==> config.mk <==
export PLATFORM = sky130hd
export DESIGN_NAME = reg_file
export DESIGN_NICKNAME = d
export VERILOG_FILES = /design/src/rtl/reg_file_pkg.sv /design/src/rtl/reg_file_entry.sv /design/src/rtl/reg_file.sv
export SDC_FILE = /design/constraint.sdc
export NUM_CORES = 1
export LEC_CHECK = 0
export CELL_PAD_IN_SITES_DETAIL_PLACEMENT = 2
export CELL_PAD_IN_SITES_GLOBAL_PLACEMENT = 2
export CORE_UTILIZATION = 34
export DETAILED_ROUTE_END_ITERATION = 10
export PLACE_DENSITY_LB_ADDON = 0.1
export SYNTH_ARGS = -nofsm -noshare
export SYNTH_HDL_FRONTEND = slang
export SYNTH_SLANG_ARGS = --single-unit
==> constraint.sdc <==
create_clock -name clk -period 7 [get_ports clk]
set_input_delay 2.1 -clock clk [delete_from_list [all_inputs] [get_ports clk]]
set_output_delay 2.1 -clock clk [all_outputs]
set_load 0.1 [all_outputs]
==> src/rtl/reg_file_pkg.sv <==
// reg_file_pkg: default geometry and address-width helper for the register bank.
package reg_file_pkg;
    localparam int REG_FILE_WIDTH = 16;
    localparam int REG_FILE_DEPTH = 8;

    function automatic int reg_file_aw(input int depth);
        return (depth > 1) ? $clog2(depth) : 1;
    endfunction
endpackage

==> src/rtl/reg_file_entry.sv <==
// reg_file_entry: one loadable WIDTH-bit register with sync clear, async active-low reset
// and a valid flag set on load.
module reg_file_entry #(
    parameter int WIDTH = 16
) (
    input  logic             clk,
    input  logic             rst_n,
    input  logic             clear_i,
    input  logic             load_i,
    input  logic [WIDTH-1:0] data_i,
    output logic [WIDTH-1:0] data_o,
    output logic             valid_o
);
    logic [WIDTH-1:0] data_d, data_q;
    logic             valid_d, valid_q;

    // clear outranks load so a colliding write is dropped
    always_comb begin
        data_d  = clear_i ? '0 : load_i ? data_i : data_q;
        valid_d = clear_i ? 1'b0 : load_i ? 1'b1 : valid_q;
    end

    always_ff @(posedge clk or negedge rst_n) begin
        if (!rst_n) begin
            data_q  <= '0;
            valid_q <= 1'b0;
        end else begin
            data_q  <= data_d;
            valid_q <= valid_d;
        end
    end

    assign data_o  = data_q;
    assign valid_o = valid_q;
endmodule

==> src/rtl/reg_file.sv <==
// reg_file: DEPTH x WIDTH register bank, one write port, two combinational read ports.
// Define REG_FILE_BYPASS_EN to forward same-cycle write data to matching read ports.
module reg_file
    import reg_file_pkg::*;
#(
    parameter int WIDTH = REG_FILE_WIDTH,
    parameter int DEPTH = REG_FILE_DEPTH,
    parameter int AW    = reg_file_aw(DEPTH)
) (
    input  logic             clk,
    input  logic             rst_n,
    input  logic             clear,
    input  logic             wr_en,
    input  logic [AW-1:0]    wr_addr,
    input  logic [WIDTH-1:0] wr_data,
    input  logic [AW-1:0]    rd0_addr,
    output logic [WIDTH-1:0] rd0_data,
    output logic             rd0_valid,
    input  logic [AW-1:0]    rd1_addr,
    output logic [WIDTH-1:0] rd1_data,
    output logic             rd1_valid
);
    logic [WIDTH-1:0] ent_data [DEPTH];
    logic [DEPTH-1:0] ent_valid;

    for (genvar i = 0; i < DEPTH; i++) begin : g_ent
        reg_file_entry #(.WIDTH(WIDTH)) u_ent (
            .clk     (clk),
            .rst_n   (rst_n),
            .clear_i (clear),
            .load_i  (wr_en && wr_addr == AW'(i)),
            .data_i  (wr_data),
            .data_o  (ent_data[i]),
            .valid_o (ent_valid[i])
        );
    end

`ifdef REG_FILE_BYPASS_EN
    logic byp0, byp1;
    // forwarding is gated by rst_n so outputs stay 0 throughout reset
    always_comb begin
        byp0      = rst_n && wr_en && !clear && rd0_addr == wr_addr;
        byp1      = rst_n && wr_en && !clear && rd1_addr == wr_addr;
        rd0_data  = byp0 ? wr_data : ent_data[rd0_addr];
        rd0_valid = byp0 ? 1'b1 : ent_valid[rd0_addr];
        rd1_data  = byp1 ? wr_data : ent_data[rd1_addr];
        rd1_valid = byp1 ? 1'b1 : ent_valid[rd1_addr];
    end
`else
    always_comb begin
        rd0_data  = ent_data[rd0_addr];
        rd0_valid = ent_valid[rd0_addr];
        rd1_data  = ent_data[rd1_addr];
        rd1_valid = ent_valid[rd1_addr];
    end
`endif
endmodule

==> results_dict.tcl <==
set metrics [dict create \
    die_area_sq_um 23500 \
    finalWirelength_mm 28.7 \
    portBuffers 62 \
    synth.top_cells.by_area "sky130_fd_sc_hd__dfrtp_1, sky130_fd_sc_hd__mux4_1, sky130_fd_sc_hd__nand2_1" \
    post-route-period-util_pct 87.3 \
    type_of_the_setup_path_with_the_least_slack "in -> out" \
    drt_drc_violations_left 0 \
    synth-seq-area-share_pct 43.7 \
    clock_latency_ns 0.43 \
    timing.final.crit_period_ns 6.11 \
    num_vias 6116 \
    yosys_most_used_dff "sky130_fd_sc_hd__dfrtp_1" \
    cp.required_ns 4.90 \
    power_leakage_nw 3.97 \
    hold_buffers 0 \
    power_mw 1.91 \
    synth.yosys.warnings 0 \
    detail_route.iter0.violations 215 \
    cts_post_setup_buffers_inserted 0 \
    yosysTopAreaCell "sky130_fd_sc_hd__dfrtp_1" \
    synthesis.area_sq_um 7790 \
    postSynthAreaPerCell_sq_um 10.6 \
    min-delay-path-class "reg -> reg" \
    die_width_um 153 \
    level_count_of_the_clock_h_tree 4 \
    coreArea_sq_um 22600 \
    layout.core_utilization_pct 41.4 \
    max_ir_drop_vdd_mv 0.152 \
    drv.max_cap_violation_count 0 \
    cts_num_sinks 136 \
    synth_common_cells "sky130_fd_sc_hd__nand2_1, sky130_fd_sc_hd__dfrtp_1, sky130_fd_sc_hd__a21oi_1" \
    fillerInstances 2299 \
    sequential_standard_cell_area_sq_um 3400 \
    multi_input_area_sq_um 3930 \
    number_of_register_bits_inferred_by_synthesis 136 \
    clock_skew_ns 0 \
    vias_in_the_first_global_route 6946 \
    tns_ns 0 \
    critical-path-top-delay-family "buffers and inverters" \
    grt_overflow_total 0 \
    report.final.hold_viol_count 0 \
    worstPathMaxFanout 34 \
    postSynth.asyncResetShare_pct 100 \
    synthToLayoutAreaGrowth_pct 19.9 \
    cp_startpoint_kind "input port" \
    timing.final.setup_violations 0 \
    drt_first_pass_iters 4 \
    grt.total_usage_pct 25.8 \
    vias_per_cell 5.82 \
    synth.net_count 765 \
    grt_start_max_net_pins 90 \
    crit_chain "clkdlybuf4s50_1 -> buf_4 -> mux4_1 -> mux2_2 -> buf_12" \
    tritoncts_clock_tree "done" \
    rows 55 \
    arrival_ns 4.01 \
    cts_repair_resize_count 0 \
    status "complete, no violations" \
    clk_root_buffer_cell "sky130_fd_sc_hd__clkbuf_16" \
    first_pass_grt_wire_length_mm 43.9 \
    place_hpwl_mm 17.4 \
    post-synth-top-area-fraction_pct 43.7 \
    io_pins 63 \
    number_of_synthesized_flops_with_an_enable_pin 0 \
    synthCells 736 \
    start_util_pct 34.5 \
    nNetsFinal 782 \
    antenna_left 0 \
    final_layout_size_suffix_gt1_share_pct 19.1 \
    synth.most_common_cell "sky130_fd_sc_hd__nand2_1" \
    cp_num_buf_inv 3 \
    die_height_um 153 \
    critical_path.max_stage_delay_ns 0.47 \
    final-max-slew-violation-count 0 \
    cts_inserted_buffers 17 \
    initial_antenna_violation_count 0 \
    final_cell_count_no_fill 1051 \
    cp-end-kind "output port" \
    critical-path-slowest-cell "sky130_fd_sc_hd__clkdlybuf4s50_1" \
    cts_buffer_depth 2 \
    count_of_cell_types_in_the_netlist 21 \
    slew-limit-headroom_pct 22.2 \
    place_inst 1019 \
    pwr_density_cell_nw_per_um2 205 \
    cts.reportedPaths.clkPinSlew_ns 0.07 \
    gp_congestion 0.731 \
    post_drt_wl_per_cell_um 27.3 \
    fmaxAchievable_mhz 164 \
    rsz0062_at_grt "no" \
    tightestPinTransition_ns 1.17 \
    insertedDiodeCount 0 \
]
## worst register-to-register path: cells and delay by family (launching register included)
family / cells / cell delay, ns
flip-flops: 1 / 0.39
AND/OR/NAND/NOR: 2 / 0.22
## sequential cells by signal, summed over array words and instances (netlist names)
signal,count
g_ent.u_ent.data_o,128
g_ent.u_ent.valid_o,8
## metrics by stage
step / setup slack (ns) / area (sq um) / hold slack, ns
floorplan: 1.51 / 7790 / 0.471
CTS: 0.887 / 9340 / 0.546
finish: 0.890 / 9340 / 0.538
global route: 0.867 / 9340 / 0.567
global placement: 0.934 / 8800 / 0.488
detailed placement: 0.890 / 8800 / 0.529
## kinds of logic after synthesis
family | synth area share, %
and+or+nand+nor | 15.4
DFF | 43.7
AOI/OAI and AO/OA | 8.22
muxes | 26.9
buffers and inverters | 5.88
## layout make-up
class                           count  share of cell area (%)
Clock buffer                       18                    4.70
Timing Repair Buffer               80                    11.9
Clock inverter                     14                    1.08
Tap cell                          285                    3.82
Sequential cell                   136                    36.4
Multi-Input combinational cell    518                    42.1
## final timing paths
path	from	to	slack [ns]	cells past startpoint
setup / recovery	rd0_addr[2]	rd0_data[10]	0.89	5
hold / removal	g_ent[7].u_ent.valid_o	g_ent[7].u_ent.valid_o	0.54	2
setup reg to reg	g_ent[5].u_ent.valid_o	g_ent[5].u_ent.valid_o	6.22	2
hold reg to reg	g_ent[7].u_ent.valid_o	g_ent[7].u_ent.valid_o	0.54	2
max in group asynchronous	rst_n	g_ent[4].u_ent.data_o[5]	3.98	2
min in group asynchronous	rst_n	g_ent[4].u_ent.data_o[4]	1.73	1
## cells in the final DEF (no fill, tap or decap)
| cell type | n |
|---|---|
| sky130_fd_sc_hd__buf_12 | 36 |
| sky130_fd_sc_hd__nand4b_1 | 3 |
| sky130_fd_sc_hd__nand4_1 | 1 |
| sky130_fd_sc_hd__and4b_1 | 3 |
| sky130_fd_sc_hd__nor4b_4 | 1 |
| sky130_fd_sc_hd__clkbuf_8 | 1 |
| sky130_fd_sc_hd__mux4_2 | 20 |
| sky130_fd_sc_hd__clkdlybuf4s50_1 | 24 |
| sky130_fd_sc_hd__or4b_1 | 1 |
| sky130_fd_sc_hd__mux2_2 | 34 |
| sky130_fd_sc_hd__clkinv_4 | 2 |
| sky130_fd_sc_hd__clkinv_2 | 4 |
| sky130_fd_sc_hd__nand2_1 | 256 |
| sky130_fd_sc_hd__a21oi_1 | 128 |
| sky130_fd_sc_hd__buf_2 | 2 |
| sky130_fd_sc_hd__mux4_1 | 48 |
| sky130_fd_sc_hd__buf_6 | 1 |
| sky130_fd_sc_hd__clkinvlp_4 | 5 |
| sky130_fd_sc_hd__nand4bb_1 | 3 |
| sky130_fd_sc_hd__buf_4 | 17 |
| sky130_fd_sc_hd__nor2_1 | 16 |
| sky130_fd_sc_hd__clkbuf_16 | 17 |
| sky130_fd_sc_hd__and4bb_2 | 3 |
| sky130_fd_sc_hd__and4_1 | 1 |
| sky130_fd_sc_hd__inv_6 | 3 |
| sky130_fd_sc_hd__dfrtp_1 | 136 |
## report_power, final
| part | switching, mW | internal, mW |
|---|---|---|
| sequential | 0.0138 | 0.802 |
| combinational | 0.168 | 0.0900 |
| clock | 0.378 | 0.463 |
| total | 0.560 | 1.36 |
## per-layer routing
layer / up-vias / global-route usage, % / wire, um / part of all wire (%)
met3: 52 / 3.74 / 923 / 3.2
li1: 2642 / - / - / -
met2: 122 / 43.5 / 14400 / 50
met1: 3300 / 33.5 / 12600 / 44
met4: 0 / 9.95 / 816 / 2.8
met5: - / 0 / 0 / 0
(Power assumes the default switching activity.)
==> variant 1: new RTL, config.mk and constraints unchanged <==
The package constant `REG_FILE_DEPTH` goes from 8 to 4.
--- a/src/rtl/reg_file_pkg.sv
+++ b/src/rtl/reg_file_pkg.sv
@@ -1,7 +1,7 @@
 // reg_file_pkg: default geometry and address-width helper for the register bank.
 package reg_file_pkg;
     localparam int REG_FILE_WIDTH = 16;
-    localparam int REG_FILE_DEPTH = 8;
+    localparam int REG_FILE_DEPTH = 4;
 
     function automatic int reg_file_aw(input int depth);
         return (depth > 1) ? $clog2(depth) : 1;
Ports: changed (resized rd0_addr, rd1_addr and wr_addr); port bits go from 63 to 60. The function was not compared with the original's and may differ.
==> variant 1 against the original RTL <==
Wire length shrank 66%. Setup slack improved by 0.29 ns. Synthesized cell count decreased by 61%. Power decreased by 49%. Sequential cell count down 68. Sequential power down 49%. Global-route usage is 7.6 points lower. Synthesized area decreased by 51%. Combinational power is 16% lower. Largest power group is now registers. Register-to-register slack improved by 0.07 ns. Cell area is 46% lower.
==> variant 1: results <==
set metrics [dict create \
    outcome "complete, no violations" \
    yosys-top-cells-count "80 x nand2b_1, 68 x dfrtp_1, 64 x mux2i_1" \
    drt_iter0_drc 112 \
    internal-power_mw 0.687 \
    htreeDepth 3 \
    synth_compound_area_share_pct 0.523 \
    endpoint "rd1_data[8]" \
    p_clk_mw 0.336 \
    crit_start "rd1_addr[0]" \
    numPortBuffers 59 \
    via_count 2493 \
    track_usage_pct 18.2 \
    synth_nets 311 \
    pwr-share-clk_pct 34.7 \
    cp_max_fo 17 \
    r2r_start "g_ent[1].u_ent.valid_o$_DFFE_PN0P_" \
    ys_types 17 \
    largest_reg_flops 64 \
    grt_pass1_wl_um 15700 \
    clk_latency_ns 0.34 \
    layout-drive-gt1-share_pct 27.2 \
    combPwrFrac_pct 22.3 \
    regToRegSetupSlack_ns 6.29 \
    fin_nets 364 \
    cts-buffers-inserted 9 \
    ys_top_cells_by_area "dfrtp_1 44%, mux4_2 20%, mux2i_1 17%" \
    dp_slack_ns 1.15 \
    timing.rr.end "g_ent[1].u_ent.valid_o$_DFFE_PN0P_" \
    slowest_stage "mux4_2" \
    worst_slack_ns 1.18 \
    grt_max_degree 85 \
    cts_root_buf "clkbuf_8" \
    hold_start "g_ent[0].u_ent.valid_o$_DFFE_PN0P_" \
    placed_area_um2 4850 \
    dp_hpwl_um 6270 \
    peakVddDrop_v 0.0000868 \
]
## variant 1: changes by cell type after synthesis, sizes merged, moves of 4 or more
cell	delta
mux2	-34
mux4	-34
dfrtp	-68
inv	+4
mux2i	+64
clkbuf	-17
buf	-40
nand2b	+80
nand2	-256
nor2	-16
a21oi	-124
## variant 1: metrics by stage
stage	util, %	hold slack (ns)	instances
2_1_floorplan	-	0.499	285
3_3_place_gp	44.5	0.516	467
3_5_place_dp	44.5	0.534	467
4_1_cts	46.4	0.545	482
5_1_grt	46.4	0.564	482
6_report	46.4	0.540	482
## variant 1: cell type report
cell class	count	area, µm²	share of cell area [%]
clock buffers	14	173	3.42
clock inverters	1	30.0	0.595
multi-input cells	188	1980	39.1
well taps	140	175	3.47
inverters	4	15.0	0.297
repair buffers	67	981	19.4
flip-flops and latches	68	1700	33.7
## variant 1: metal layers
layer	vias up	global-route usage (%)	wire length (µm)
met2	45	29.4	4820
met5	-	0	0
met4	0	6.36	109
met3	10	2.47	238
met1	1318	25.0	4530
li1	1120	-	-
==> variant 2: new RTL, same settings <==
Without the edit above. Make the reset (`rst_n`) synchronous in one clocked block. Comments in the files are not updated.
--- a/src/rtl/reg_file_entry.sv
+++ b/src/rtl/reg_file_entry.sv
@@ -20,7 +20,7 @@
         valid_d = clear_i ? 1'b0 : load_i ? 1'b1 : valid_q;
     end
 
-    always_ff @(posedge clk or negedge rst_n) begin
+    always_ff @(posedge clk) begin
         if (!rst_n) begin
             data_q  <= '0;
             valid_q <= 1'b0;
Behaviour: differs if rst_n is asserted again (counterexample within 4 cycles, from zero or initial values and one cycle with rst_n low); with rst_n held inactive, the same outputs for 4 cycles.
==> variant 2 against the original RTL <==
Cell area shrank 11%. Synthesized area shrank 7.9%. Wire length shrank 8.0%. Maximum frequency grew 2.6%. Sequential cell count is the same. Setup slack gained 0.15 ns. First-iteration DRC count grew 41%. Power grew 2.5%. Highest routed layer unchanged. Critical path depth is the same.
==> variant 2: results <==
set metrics [dict create \
    outcome "complete, no violations" \
    grt_pass1_wl_um 40600 \
    r2r_start "g_ent[3].u_ent.data_o[3]$_SDFFE_PP0P_" \
    wl_met1_um 11000 \
    synth_nets 766 \
    slowest_stage "mux4_1" \
    drt_iter0_drc 304 \
    ys.flop_type "dfxtp_1" \
    peakVddDrop_v 0.000155 \
    worstPathArrival_ns 3.86 \
    synth_mux_area_share_pct 29.0 \
    sh_seq_area_pct 32.6 \
    grt_max_degree 88 \
    wl_met2_um 14000 \
    crit_start "rd0_addr[0]" \
    clock_area_share_pct 7.85 \
    buf_share_pct 8.31 \
    gp_congestion 0.733 \
    ys_top_cells_by_area "dfxtp_1 38%, mux4_1 16%, nand2_1 13%" \
    dp_hpwl_um 16400 \
    cpPeakStageDelay_ns 0.59 \
    synth_compound_area_share_pct 8.93 \
    relSlewSlack_pct 21.9 \
    wl_met3_um 1030 \
    buffers 79 \
    layout-drive-gt1-share_pct 19.5 \
    hold_start "g_ent[1].u_ent.data_o[4]$_SDFFE_PP0P_" \
    min_to "g_ent[1].u_ent.data_o[4]$_SDFFE_PP0P_" \
    synth-seq-area-share_pct 37.9 \
    multi_input_comb_area_um2 3930 \
    nMultiInputCombCells 519 \
    cp_max_fo 23 \
    ys_types 22 \
    fillers 2200 \
    endpoint "rd0_data[8]" \
    track_usage_pct 25.7 \
    timing.rr.end "g_ent[3].u_ent.data_o[3]$_SDFFE_PP0P_" \
    yosys-top-cells-count "256 x nand2_1, 136 x dfxtp_1, 128 x a21oi_1" \
    first_global_vias 6470 \
    via_count 5861 \
]
[variant 2: cell count changes in the layout (fill, tap and decap cells not counted), moves of 2 or more]
cell | unedited run | this run
dfrtp_1 | 136 | 0
dfxtp_1 | 0 | 136
buf_12 | 36 | 4
buf_4 | 17 | 47
bufinv_16 | 0 | 5
mux4_1 | 48 | 44
mux4_2 | 20 | 24
clkinvlp_4 | 5 | 2
inv_6 | 3 | 0
buf_2 | 2 | 4
[variant 2: power breakdown]
group	internal [mW]	switching (mW)	total, mW
clock network	0.650	0.362	1.01
logic	0.0564	0.109	0.165
registers	0.781	0.00524	0.786
total	1.49	0.476	1.96
[variant 2: per-stage QoR]
stage	cells	cell area [µm²]	hold WS [ns]	power, mW	setup WS [ns]
2_1_floorplan	737	7180	0.440	0.918	1.49
3_3_place_gp	1004	7680	0.447	0.965	1.06
3_5_place_dp	1004	7680	0.459	0.969	1.03
4_1_cts	1036	8340	0.468	1.98	1.03
5_1_grt	1036	8340	0.496	2.03	0.994
6_report	1036	8340	0.467	1.96	1.04
